--- src/rtl/vga_sync_pattern.sv ---
// vga_sync_pattern: 640x480@60 Hz raster counter with a built-in colour-bar /
// grayscale-ramp test pattern, used as the bring-up reference for display paths.
// Optional feature macro: VGA_TEST_PATTERN_EN. When it is undefined the pattern
// logic is compiled out and red/green/blue are held at 0, while sync, visible,
// column and row behave exactly the same.
// Timing defaults come from the VGA_MODE_* macros and fall back to the standard
// 640x480@60 mode when those macros are not supplied by the build.

`ifndef VGA_MODE_H_VISIBLE
`define VGA_MODE_H_VISIBLE 640
`endif
`ifndef VGA_MODE_H_FRONT
`define VGA_MODE_H_FRONT 16
`endif
`ifndef VGA_MODE_H_SYNC
`define VGA_MODE_H_SYNC 96
`endif
`ifndef VGA_MODE_H_BACK
`define VGA_MODE_H_BACK 48
`endif
`ifndef VGA_MODE_V_VISIBLE
`define VGA_MODE_V_VISIBLE 480
`endif
`ifndef VGA_MODE_V_FRONT
`define VGA_MODE_V_FRONT 10
`endif
`ifndef VGA_MODE_V_SYNC
`define VGA_MODE_V_SYNC 2
`endif
`ifndef VGA_MODE_V_BACK
`define VGA_MODE_V_BACK 33
`endif

module vga_sync_pattern #(
  parameter int H_VISIBLE = `VGA_MODE_H_VISIBLE,
  parameter int H_FRONT   = `VGA_MODE_H_FRONT,
  parameter int H_SYNC    = `VGA_MODE_H_SYNC,
  parameter int H_BACK    = `VGA_MODE_H_BACK,
  parameter int V_VISIBLE = `VGA_MODE_V_VISIBLE,
  parameter int V_FRONT   = `VGA_MODE_V_FRONT,
  parameter int V_SYNC    = `VGA_MODE_V_SYNC,
  parameter int V_BACK    = `VGA_MODE_V_BACK
) (
  input  logic clk,
  input  logic reset,
  input  logic enable,
  output logic visible,
  output logic hsync,
  output logic vsync,
  output logic [$clog2(H_VISIBLE+H_FRONT+H_SYNC+H_BACK)-1:0] column,
  output logic [$clog2(V_VISIBLE+V_FRONT+V_SYNC+V_BACK)-1:0] row,
  output logic [3:0] red,
  output logic [3:0] green,
  output logic [3:0] blue
);

  localparam int H_WHOLE  = H_VISIBLE + H_FRONT + H_SYNC + H_BACK;
  localparam int V_WHOLE  = V_VISIBLE + V_FRONT + V_SYNC + V_BACK;
  localparam int CW       = $clog2(H_WHOLE);
  localparam int RW       = $clog2(V_WHOLE);
  localparam int HS_START = H_VISIBLE + H_FRONT;
  localparam int HS_END   = H_VISIBLE + H_FRONT + H_SYNC;
  localparam int VS_START = V_VISIBLE + V_FRONT;
  localparam int VS_END   = V_VISIBLE + V_FRONT + V_SYNC;

  // Raster position: column steps once per enabled clock, row steps at end of line,
  // both wrap together at the last pixel of the frame; reset overrides enable.
  always_ff @(posedge clk) begin
    if (reset) begin
      column <= '0;
      row    <= '0;
    end else if (enable) begin
      if (column == CW'(H_WHOLE - 1)) begin
        column <= '0;
        if (row == RW'(V_WHOLE - 1)) begin
          row <= '0;
        end else begin
          row <= row + 1'b1;
        end
      end else begin
        column <= column + 1'b1;
      end
    end
  end

  // Same-cycle decode of visible area and active-low sync pulses from the counters.
  always_comb begin
    visible = (column < CW'(H_VISIBLE)) && (row < RW'(V_VISIBLE));
    hsync   = !((column >= CW'(HS_START)) && (column < CW'(HS_END)));
    vsync   = !((row >= RW'(VS_START)) && (row < RW'(VS_END)));
  end

`ifdef VGA_TEST_PATTERN_EN
  localparam int BAR_WIDTH = H_VISIBLE / 8;

  logic [2:0] bar;
  logic [3:0] ramp;

  // Upper half shows eight primary/secondary colour bars, lower half a gray ramp
  // taken from column[9:6]; everything outside the visible area is black.
  always_comb begin
    bar   = 3'(column / CW'(BAR_WIDTH));
    ramp  = 4'(column >> 6);
    red   = 4'h0;
    green = 4'h0;
    blue  = 4'h0;
    if (visible) begin
      if (row < RW'(V_VISIBLE / 2)) begin
        red   = bar[2] ? 4'hF : 4'h0;
        green = bar[1] ? 4'hF : 4'h0;
        blue  = bar[0] ? 4'hF : 4'h0;
      end else begin
        red   = ramp;
        green = ramp;
        blue  = ramp;
      end
    end
  end
`else
  // Pattern source compiled out: colour outputs stay black.
  always_comb begin
    red   = 4'h0;
    green = 4'h0;
    blue  = 4'h0;
  end
`endif

endmodule

--- config.mk ---
export PLATFORM = sky130hd
export DESIGN_NAME = vga_sync_pattern
export DESIGN_NICKNAME = d
export VERILOG_FILES = /design/src/rtl/vga_sync_pattern.sv
export SDC_FILE = /design/constraint.sdc
export NUM_CORES = 1
export LEC_CHECK = 0
export CAP_MARGIN = 15
export CORE_ASPECT_RATIO = 1.25
export CORE_MARGIN = 8
export CORE_UTILIZATION = 45
export DETAILED_ROUTE_END_ITERATION = 10
export HOLD_SLACK_MARGIN = 0.1
export PLACE_DENSITY_LB_ADDON = 0.12
export SLEW_MARGIN = 10
export SYNTH_ARGS = -nofsm -noshare
export SYNTH_HDL_FRONTEND = slang
export SYNTH_SLANG_ARGS = --single-unit
--- constraint.sdc ---
create_clock -name clk -period 2.39 [get_ports clk]
set_clock_uncertainty 0.15 [all_clocks]
set_input_delay 0.3585 -clock clk [delete_from_list [all_inputs] [get_ports clk]]
set_output_delay 0.3585 -clock clk [all_outputs]
set_load 0.02 [all_outputs]
==> run summary <==
DR WL/cell: 13.6 um
Worst Reg-to-Reg Cells: 6
Mapped Area: 1170 um^2
clock sinks: 20
max_cap viols: 0
met1 Usage GRT: 13.6%
share of cells above drive strength 1: 10.2%
CTS buffer count: 3
Final Max Tran Viols: 0
clock power share: 33.2%
fin util: 59.6%
IO buf count: 25
worst skew pair latency: 300 ps
syn avg cell area: 8.37 um^2
commonest non-fill, non-tap cell in the layout: clkdlybuf4s50_1
Finished Cell Area: 1460 um^2
H-tree depth: 1
Critical Path RT: 1880 ps
min cycle time layout: 2250 ps
Syn. warnings: 0
commonest cells after routing, fill and taps aside: clkdlybuf4s50_1, dfxtp_1, conb_1, nor2_1
Core Area: 2450 um^2
CP top delay family: simple AND/OR/NAND/NOR gates
Worst-path clk slew: 110 ps
largest net degree at the start of global routing: 12
Combinational Power Share: 9.1%
Total Wirelength: 2.71 mm
CP Launch Type: flip-flop
P per Cell Area: 406 nW/um^2
# IOs: 38
ANT cells: 0
cell breakdown of the critical path: nand4_1, or4_1, dlygate4sd2_1
clk root buf: clkbuf_4
GRT overflow: 0
Final Hold Vio Count: 0
Cell Int Power: 0.447 mW
Residual DRC: 0
synthesis-stage register bit count: 20
Hold/Removal Path Class: flip-flop to flip-flop
CTS Hold Bufs: 0
vias per cell: 5.18
std cell rows: 20
hold path cells: 2
CP peak stage delay: 520 ps
RD Place Congestion: 0.840
routed vias: 1035
final setup fails: 0
register area share after synthesis: 34.2%
Min-Delay Startpoint: row[7]
met2 usage: 23.1%
Post-CTS Setup Inserts: 0
vias in the first global route: 1015
r2r startpoint: row[0]
Most used DFF post-synth: dfxtp_1
WP depth: 3
placed inst area: 1420 um^2
TritonCTS clock tree: yes
nets@finish: 175
GRT Total Usage: 13.1%
die area: 4500 um^2
Initial DRT Pass Iterations: 3
first-pass GRT wire length: 4.58 mm
Peak VDD IR: 0.000314 V
DR iter-0 viols: 6
Slowest cell on crit path: or4_1
asr flop ratio synth: 0%
Distinct cells, synth: 34
kind of critical path: flip-flop to output pin
Most Crowded Layer GR: met2
leakage: 0.512 nW
post-synthesis cell count: 140
Antenna Nets Post-Route: 0
crit path from: row[8]
crit path DAT: 1740 ps
top achievable clock speed: 0.444 GHz
Reg power frac: 57.7%
initial antenna violation count: 0
CP bufs+invs: 1
RSZ-0062 raised after global routing: false
Starting Density: 47.8%
met3 usage: 3.35%
Clock Path Buffers: 2
die height: 73.1 um
status: finished clean
detailed placement HPWL: 2.13 mm
area grow syn2layout: 24.7%
Die W: 61.7 um
EDFF count, synth: 0
Worst setup EP type: output pin
CP Max Fanout: 5
Setup TNS: 0 ps
switch share: 24.6%
switching power: 0.146 mW
Final Cycle Share: 94.3%
## worst paths after layout
kind,to,slack (ps)
min,row[7],370
max,vsync,140
max reg2reg,row[7],260
min reg2reg,row[7],370
## power groups by stage
stage	clock network, mW	registers, mW	logic, mW
6_report	0.197	0.343	0.0540
3_3_place_gp	0	0.350	0.0521
2_1_floorplan	0	0.354	0.0489
3_5_place_dp	0	0.351	0.0537
5_1_grt	0.219	0.344	0.0591
4_1_cts	0.204	0.343	0.0540
## Yosys cell counts, drive strengths merged, types with 4 or more instances
library cell / n / area share [%]
a21oi: 10 / 4.3
inv: 5 / 1.6
xor2: 5 / 3.7
o21ai: 5 / 2.1
or3: 4 / 2.2
xnor2: 4 / 3.0
or4: 5 / 3.5
buf: 16 / 9.5
nand3: 9 / 3.8
nand4: 8 / 4.8
nor3: 4 / 1.7
dfxtp: 20 / 34
ha: 4 / 4.3
nor2: 11 / 3.5
nand2: 10 / 3.2
## sequential cells by signal (all words and copies together) (netlist names)
name    flops
column     10
row        10
## worst min-delay path, cell delays in order (launching register included)
cell and delay, ps:
dfxtp_2 370, o31ai_1 70, a21oi_1 60
## per-stage QoR
step                      setup WS (ps)  hold WS (ps)  power [mW]  instances
final                               137           368       0.594        200
after global routing               6.73           384       0.622        200
after CTS                          79.9           387       0.601        200
after detailed placement            156           369       0.404        196
after global placement              156           357       0.402        196
after floorplan                     336           425       0.403        151
## per-layer routing
| layer | wire [um] | vias to the layer above |
|---|---|---|
| met3 | 159 | 2 |
| li1 | - | 524 |
| met5 | 0 | - |
| met4 | 23 | 0 |
| met1 | 1090 | 487 |
| met2 | 1440 | 22 |
## repair_timing
item / 4_1_cts / 5_1_grt
hold endpoints to repair: 0 / 0
resized for setup: 2 / 2
setup endpoints to repair: 1 / 1
pin swaps: 0 / 1
## cell families after synthesis
family	after synthesis	share of synthesized area, %
DFF	20	34.2
adders and majority gates	4	4.27
other	1	0.320
and+or+nand+nor	62	31.2
xor gates and xnor gates	9	6.72
buffers and inverters	23	11.8
AOI/OAI and AO/OA	20	10.7
muxes	1	0.854
## cell type report
class | instances | area, um^2
fillers | 253 | 991
multi-input cells | 108 | 674
flip-flops and latches | 20 | 404
repair buffers | 30 | 287
well taps | 33 | 41.3
clock buffers | 4 | 36.3
inverters | 5 | 18.8
No activity file was read; power rests on OpenSTA's default activity.
